[config.mk]
export PLATFORM = sky130hd
export DESIGN_NAME = star_collision_scan
export DESIGN_NICKNAME = d
export VERILOG_FILES = /design/src/rtl/star_collision_scan.sv
export SDC_FILE = /design/constraint.sdc
export NUM_CORES = 1
export LEC_CHECK = 0
export ABC_AREA = 1
export CAP_MARGIN = 20
export CORE_ASPECT_RATIO = 0.9
export CORE_MARGIN = 2
export CORE_UTILIZATION = 47
export CTS_BUF_LIST = sky130_fd_sc_hd__clkbuf_4
export CTS_CLUSTER_SIZE = 24
export DETAILED_ROUTE_END_ITERATION = 12
export DONT_BUFFER_PORTS = 1
export GPL_ROUTABILITY_DRIVEN = 0
export GPL_TIMING_DRIVEN = 0
export SLEW_MARGIN = 10
export SYNTH_ARGS = -nofsm -noshare
export SYNTH_HDL_FRONTEND = slang
export SYNTH_SLANG_ARGS = --single-unit
[constraint.sdc]
create_clock -name clk -period 4.96 [get_ports clk]
set_clock_uncertainty 0.2 [all_clocks]
set_input_delay 0.992 -clock clk [delete_from_list [all_inputs] [get_ports clk]]
set_output_delay 0.992 -clock clk [all_outputs]
set_load 0.01 [all_outputs]
[src/rtl/star_collision_scan.sv]
// star_collision_scan
// Sequential overlap check between the TA bounding box and NUM_STARS star
// boxes. One star is evaluated per clock. A scan reports a hit flag, the
// lowest hit index, a per-star hit mask and a hit count.
// Optional build macro: STAR_COLLISION_STICKY_EN (adds the hit_sticky
// game-over latch; otherwise hit_sticky is tied to 0).

module star_collision_scan #(
  parameter int NUM_STARS = 4,
  parameter int COORD_W   = 10,
  parameter int IDX_W     = 2
) (
  input  logic                         clk,
  input  logic                         rst,
  input  logic                         start,
  input  logic [COORD_W-1:0]           TA_h,
  input  logic [COORD_W-1:0]           TA_v,
  input  logic [COORD_W-1:0]           TA_width,
  input  logic [COORD_W-1:0]           TA_height,
  input  logic [NUM_STARS*COORD_W-1:0] star_h,
  input  logic [NUM_STARS*COORD_W-1:0] star_v,
  input  logic [NUM_STARS*COORD_W-1:0] star_width,
  input  logic [NUM_STARS*COORD_W-1:0] star_height,
  input  logic [NUM_STARS-1:0]         star_valid,
  output logic                         busy,
  output logic                         done,
  output logic                         hit,
  output logic [IDX_W-1:0]             hit_idx,
  output logic [NUM_STARS-1:0]         hit_mask,
  output logic [IDX_W:0]               hit_count,
  output logic                         hit_sticky
);

  localparam int CNT_W = IDX_W + 1;
  localparam logic [IDX_W-1:0] LAST_IDX = IDX_W'(NUM_STARS - 1);

  typedef enum logic {IDLE, SCAN} state_t;

  state_t               state;
  logic [IDX_W-1:0]     idx;
  logic [NUM_STARS-1:0] acc_mask;

  // Latched TA box; the caller may change the TA inputs during a scan.
  logic [COORD_W-1:0] ta_h_q, ta_v_q, ta_w_q, ta_ht_q;

  // Star under evaluation this cycle, read live from the packed buses.
  logic [COORD_W-1:0] cur_h, cur_v, cur_w, cur_ht;
  logic               cur_valid;
  logic               star_hit;

  // Accumulator including this cycle's star, and the results derived from it.
  logic [NUM_STARS-1:0] mask_next;
  logic                 fin_hit;
  logic [IDX_W-1:0]     fin_idx;
  logic [CNT_W-1:0]     fin_count;

  // Select the current star and run the strict, non-wrapping overlap test.
  always_comb begin
    // NOTE: every combinational output gets a default before any branch so
    // no path leaves it unassigned and no latch is inferred.
    cur_h     = star_h[int'(idx)*COORD_W +: COORD_W];
    cur_v     = star_v[int'(idx)*COORD_W +: COORD_W];
    cur_w     = star_width[int'(idx)*COORD_W +: COORD_W];
    cur_ht    = star_height[int'(idx)*COORD_W +: COORD_W];
    cur_valid = star_valid[idx];
    // Sums carry one extra bit so a box at the right/bottom edge cannot wrap
    // around and appear to overlap a box near coordinate 0.
    star_hit = cur_valid
            && (cur_w  != '0) && (cur_ht  != '0)
            && (ta_w_q != '0) && (ta_ht_q != '0)
            && ({1'b0, ta_h_q} < ({1'b0, cur_h} + {1'b0, cur_w}))
            && (({1'b0, ta_h_q} + {1'b0, ta_w_q}) > {1'b0, cur_h})
            && ({1'b0, ta_v_q} < ({1'b0, cur_v} + {1'b0, cur_ht}))
            && (({1'b0, ta_v_q} + {1'b0, ta_ht_q}) > {1'b0, cur_v});
  end

  // Fold this cycle's result into the mask and derive flag, index and count.
  always_comb begin
    mask_next = acc_mask;
    fin_idx   = '0;
    fin_count = '0;
    for (int i = 0; i < NUM_STARS; i++) begin
      if (star_hit && (idx == IDX_W'(i))) mask_next[i] = 1'b1;
    end
    for (int i = NUM_STARS - 1; i >= 0; i--) begin
      if (mask_next[i]) fin_idx = IDX_W'(i);
    end
    for (int i = 0; i < NUM_STARS; i++) begin
      fin_count = fin_count + CNT_W'(mask_next[i]);
    end
    fin_hit = |mask_next;
  end

  // Capture the TA box when a scan is accepted.
  always_ff @(posedge clk) begin
    // NOTE: these datapath registers are deliberately not reset; they are
    // always written on scan acceptance before any star is evaluated.
    if (state == IDLE && start) begin
      ta_h_q  <= TA_h;
      ta_v_q  <= TA_v;
      ta_w_q  <= TA_width;
      ta_ht_q <= TA_height;
    end
  end

  // Scan FSM: step through the stars and register results on the last one.
  always_ff @(posedge clk) begin
    // NOTE: state registers use non-blocking assignments so every register
    // samples the pre-edge values regardless of statement order.
    if (rst) begin
      state     <= IDLE;
      idx       <= '0;
      acc_mask  <= '0;
      busy      <= 1'b0;
      done      <= 1'b0;
      hit       <= 1'b0;
      hit_idx   <= '0;
      hit_mask  <= '0;
      hit_count <= '0;
    end else begin
      done <= 1'b0;
      case (state)
        IDLE: begin
          if (start) begin
            state    <= SCAN;
            idx      <= '0;
            acc_mask <= '0;
            busy     <= 1'b1;
          end
        end
        SCAN: begin
          acc_mask <= mask_next;
          if (idx == LAST_IDX) begin
            state     <= IDLE;
            busy      <= 1'b0;
            done      <= 1'b1;
            hit       <= fin_hit;
            hit_idx   <= fin_idx;
            hit_mask  <= mask_next;
            hit_count <= fin_count;
          end else begin
            idx <= idx + IDX_W'(1);
          end
        end
        default: state <= IDLE;
      endcase
    end
  end

`ifdef STAR_COLLISION_STICKY_EN
  logic sticky_q;

  // Game-over latch: set by any completed scan that hit, cleared only by rst.
  always_ff @(posedge clk) begin
    if (rst) begin
      sticky_q <= 1'b0;
    end else if (state == SCAN && idx == LAST_IDX && fin_hit) begin
      sticky_q <= 1'b1;
    end
  end

  assign hit_sticky = sticky_q;
`else
  assign hit_sticky = 1'b0;
`endif

endmodule

Yosys cells after proc, flatten, opt, wreduce, memory -nomap -nowiden
Index checks and enable logic that the tools add are counted.
{"block": "word_totals", "out_inout_bits": 13, "ff_bits": 59, "wordCells": 83}
{"block": "classes", "n_mux": 22, "bitwise": 1, "reduce_logical": 23, "magnitude_cmp": 5, "mul": 1, "shift": 4, "n_eq_ne": 6, "add_sub_neg": 8}
{"operator": "$shiftx A40 B32 Y10", "n": 3}
{"operator": "$add A10 B10 Y11", "n": 4}
{"operator": "$reduce_bool A10 Y1", "n": 4}
{"operator": "$shiftx A40 B7 Y10", "n": 1}
{"operator": "$gt A11 B10 Y1", "n": 2}
{"operator": "$lt A10 B11 Y1", "n": 2}
{"operator": "$logic_and A1 B1 Y1", "n": 13}
{"operator": "$mux W2", "n": 6}
{"operator": "$mux W1", "n": 10}
{"operator": "$pmux W4 S2", "n": 1}
{"operator": "$reduce_and A2 Y1", "n": 3}
{"operator": "$mul A2 B3 Y5 const B", "n": 1}
{"operator": "$eq A2 B2 Y1 const B", "n": 2}
{"operator": "$mux W4", "n": 1}
{"operator": "$ne A2 B2 Y1 const B", "n": 2}
{"operator": "$pmux W1 S2", "n": 2}
{"operator": "$pmux W2 S2", "n": 1}
{"operator": "$reduce_or A4 Y1", "n": 1}
{"operator": "$add A2 B1 Y3", "n": 1}
{"operator": "$add A3 B1 Y3", "n": 1}
{"operator": "$lt A2 B3 Y1 const B", "n": 1}
{"operator": "$add A1 B1 Y2", "n": 1}
{"operator": "$add A2 B1 Y2 const B", "n": 1}
{"operator": "$bmux W1 S2", "n": 1}
{"operator": "5 further kinds", "n": 5}

Logic depth before layout (Yosys ltp)
{"block": "depth", "word_depth": 17, "mapped_depth": 33, "ltp_nobuf": 31}

Worst setup path before layout
No wires, ideal clock.
{"block": "synth_path", "path_kind": "flip-flop to flip-flop", "start": "register idx[1]", "end": "register hit_count[1]", "setup_ns": 0.117, "t_required_ns": 4.643, "t_arrival_ns": 4.667, "synth_period_minus_slack_ns": 4.983, "slack_ns": -0.023, "path_stages_with_launch": 30, "cell_sequence": "dfxtp_1 -> buf_2 -> inv_2 -> buf_4 -> clkbuf_1 -> buf_1 -> a32oi_1 -> ha_1 -> a21oi_1 -> nand2_1 -> a21oi_1 -> o21bai_1 -> a21oi_1 -> o21bai_1 -> nand2_1 -> nand2_1 -> a21oi_1 -> xor2_1 -> ha_1 -> nand2_1 -> nand2_1 -> nand2_1 -> nand2_1 -> nor2_2 -> nand2_1 -> o21ai_2 -> fa_1 -> ha_1 -> ha_1 -> a22o_1"}
{"block": "synth_via", "elab_chain_len": 16, "elab_cells_between_ends": 39, "cone_classes": "add/sub (5); mul (1); order compare (4); eq/ne (3); shift (4); mux (6); reduce/logical (16)"}
{"item": "start, declared", "line_no": "40", "rtl": "logic [IDX_W-1:0] idx;"}
{"item": "start signal, assigned", "line_no": "142", "rtl": "idx <= idx + IDX_W'(1);"}
{"item": "branches (longest 11 deep; another with $add A10 B10 Y11)"}
{"item": "$logic_and A1 B1 Y1 *", "line_no": "83", "rtl": "if (star_hit && (idx == IDX_W'(i))) mask_next[i] = 1'b1;"}
{"item": "$mux W1 *", "line_no": "83"}
{"item": "net mask_next[1]", "line_no": "52", "rtl": "logic [NUM_STARS-1:0] mask_next;"}
{"item": "$add A1 B1 Y2 *", "line_no": "89", "rtl": "fin_count = fin_count + CNT_W'(mask_next[i]);"}
{"item": "$add A2 B1 Y3 *", "line_no": "89"}
{"item": "$add A3 B1 Y3 *", "line_no": "89"}
{"item": "net fin_count[1]", "line_no": "55", "rtl": "logic [CNT_W-1:0] fin_count;"}
{"item": "end signal, assigned", "line_no": "140", "rtl": "hit_count <= fin_count;"}
{"item": "end, declared", "line_no": "30", "rtl": "output logic [IDX_W:0] hit_count,"}
Mark *: on every way through the listed nets, which the timed path passes. The select of a mux whose other input is x is not followed.
A chain may end at the register's enable or synchronous reset.

Worst setup path after layout
{"block": "layout_path", "start": "register idx[0]", "end": "register hit_count[1]"}
The elaborated chain is that of the path after synthesis.

==> run summary <==
status: finished, final reports clean
share of layout cells above drive strength 1: 21.6%
Hold Crit Class: reg -> reg
die width: 123 um
largest net degree at the start of global routing: 33
worst IR drop on VDD: 0.250 mV
Root Buffer: clkbuf_4
CP arrival: 5.06 ns
first drt pass iteration count: 5
Req. time, crit path: 5.10 ns
final WL: 20900 um
Worst R2R Path Depth: 29
FF-to-FF End: hit_count[1]
initial antenna violation count: 0
Final Hold Fails: 0
crit path launch: idx[0]
r2r setup slk: 0.04 ns
TritonCTS clock tree: built
syn_area_per_cell: 7.06 um^2
slowest CP cell: fa_1
RSZ-0062 raised after global routing: true
Critical Path Sink: hit_count[1]
# IOs: 220
number of DRC markers in iteration 0: 399
placed cells: 1012
CP max stage delay: 0.44 ns
first-pass GRT wire length: 29500 um
row count: 39
clk_lat worst skew: 0.45 ns
Final min period: 4.92 ns
post-synthesis sequential area ratio: 26.4%
H-tree depth: 3
cts hold-fix bufs: 0
Hold Startpoint: acc_mask[2]
Sink Count: 59
# setup viols final: 0
Max Buffers Root-to-Sink: 2
register area: 1590 um^2
drc violations: 0
Post-DRT Antenna Nets: 0
post-synthesis register bit count: 59
starting density of the core: 47.7%
Area Growth Syn to Fin: 28.0%
vias in the first global route: 5698
Netlist cell types: 38
Layout Nets: 1214
Max Fclk: 0.203 GHz
Post-Layout Inst Area: 7660 um^2
fin util: 61.0%
pwr/cell area: 293 nW/um^2
IO buf count: 0
commonest cells after routing, fill and taps aside: 253 x nand2_1, 96 x inv_1, 73 x ha_1, 55 x buf_4, 54 x a21oi_1
Slew Limit Fails: 0
P_leak: 3.70 nW
Ant. Diodes: 0
Reg2Reg Launch Point: idx[0]
CORE AREA: 12500 um^2
syn_nets: 1144
Post-DP HPWL: 15800 um
final period utilization: 99.1%
Max FO, Critical Path: 7
DR vias: 6105
crit-path most repeated cell: nand2_1
Slew headroom: 57.0%
Ys Warns: 0
Wirelength per Cell: 19.2 um
Max-cap violations: 0
grt total ovfl: 0
TritonCTS buffer count: 9
commonest non-fill, non-tap cell in the layout: nand2_1
critical path endpoint category: flip-flop
fill cell count: 1121
die footprint: 13600 um^2
EDFF count, synth: 40
CP Depth: 29
Clock transition at path regs: 0.12 ns
Synth Flop Type: edfxtp_1
Final Power: 0.00224 W
vias per std cell: 5.62
Placed Area: 6210 um^2
total global-route track usage: 28.8%
post-route insts no fill: 1086
Post-Syn Area: 5980 um^2
worst path bufs/invs: 5
Post-synth ARST share: 0%
CP startpoint kind: flip-flop
critical path type: reg -> reg
chip height: 111 um
Multi-input gate area: 4400 um^2
family with the most delay on the worst path: adder cells
Slew @ Worst Pin: 0.642 ns
Mapped Cells: 847
-- how the worst min path moves through the flow --
| stage | endpoint | slack (ns) | cells past startpoint |
|---|---|---|---|
| 2_1_floorplan | acc_mask[0] | 0.23 | 2 |
| 3_3_place_gp | acc_mask[0] | 0.26 | 2 |
| 3_5_place_dp | acc_mask[0] | 0.27 | 2 |
| 4_1_cts | acc_mask[0] | 0.29 | 2 |
| 5_1_grt | acc_mask[2] | 0.33 | 2 |
| 6_report | acc_mask[2] | 0.30 | 2 |
-- flip-flops by register name (all words and copies together), names as in the netlist --
register   flops
acc_mask       4
busy           1
done           1
hit            1
hit_count      3
hit_idx        2
hit_mask       4
idx            2
state          1
ta_h_q        10
ta_ht_q       10
ta_v_q        10
ta_w_q        10
-- metrics by stage --
step	hold WS [ns]	setup slack, ns	TNS, ns
after floorplan	0.234	0.0677	0
after global placement	0.265	-0.957	-2.94
after detailed placement	0.268	-1.09	-4.50
after CTS	0.286	0.000520	0
after global routing	0.330	-0.187	-0.396
final	0.299	0.0435	0
-- metal layers --
metal  up-vias  wire length (um)  track usage, %
li1       2940                 -               -
met1      2833              8770            35.6
met2       282              9670            48.0
met3        50              1600            5.86
met4         0               855            12.3
met5         -                 0               0
-- cells by family after synthesis --
logic type / share of synthesized area, %
adders and majority gates: 19.5
buffers and inverters: 9.58
other: 0.0627
and+or+nand+nor: 26.5
DFF: 26.4
xor gates and xnor gates: 4.69
AOI/OAI and AO/OA: 13.2
-- tightest hold or removal path, delay by kind of cell, from the launching register on --
kind                   cells  cell delay [ns]
AO/OA/AOI/OAI              1             0.06
buffers and inverters      1             0.09
flip-flops                 1             0.32
-- cell usage after synthesis (6+ instances only) --
master      n  area, um^2
a32oi_1    18         158
clkbuf_1    7        26.3
ha_1       85        1060
nor3_1      7        35.0
o21ai_0    21         105
dfxtp_1    19         380
nand2_1   279        1050
inv_1     104         390
buf_2       8        40.0
inv_2       6        22.5
xnor2_1    16         140
edfxtp_1   40        1200
xor2_1     16         140
a21oi_1    62         310
nand3_1    52         260
nor2_1     48         180
-- final cells by class --
type | instances | share of cell area (%)
buffer | 27 | 5.29
inverter | 110 | 5.49
tap | 164 | 2.68
multi-input combinational | 650 | 57.4
sequential | 59 | 20.8
clock buffer | 10 | 0.981
clock inverter | 6 | 0.719
timing repair buffer | 60 | 6.64
-- what timing repair did --
action / CTS / global route
setup buffers: 29 / 30
pin swaps: 26 / 53
resized for setup: 112 / 74
endpoints found under the setup margin: 14 / 3
-- report_power, final --
group	internal [W]	total [W]	switching, W
Clock	0.000156	0.000352	0.000196
Sequential	0.000554	0.000573	0.0000196
Combinational	0.000580	0.00132	0.000736
Total	0.00129	0.00224	0.000951
Note: power is estimated with default switching activity, not from simulation.
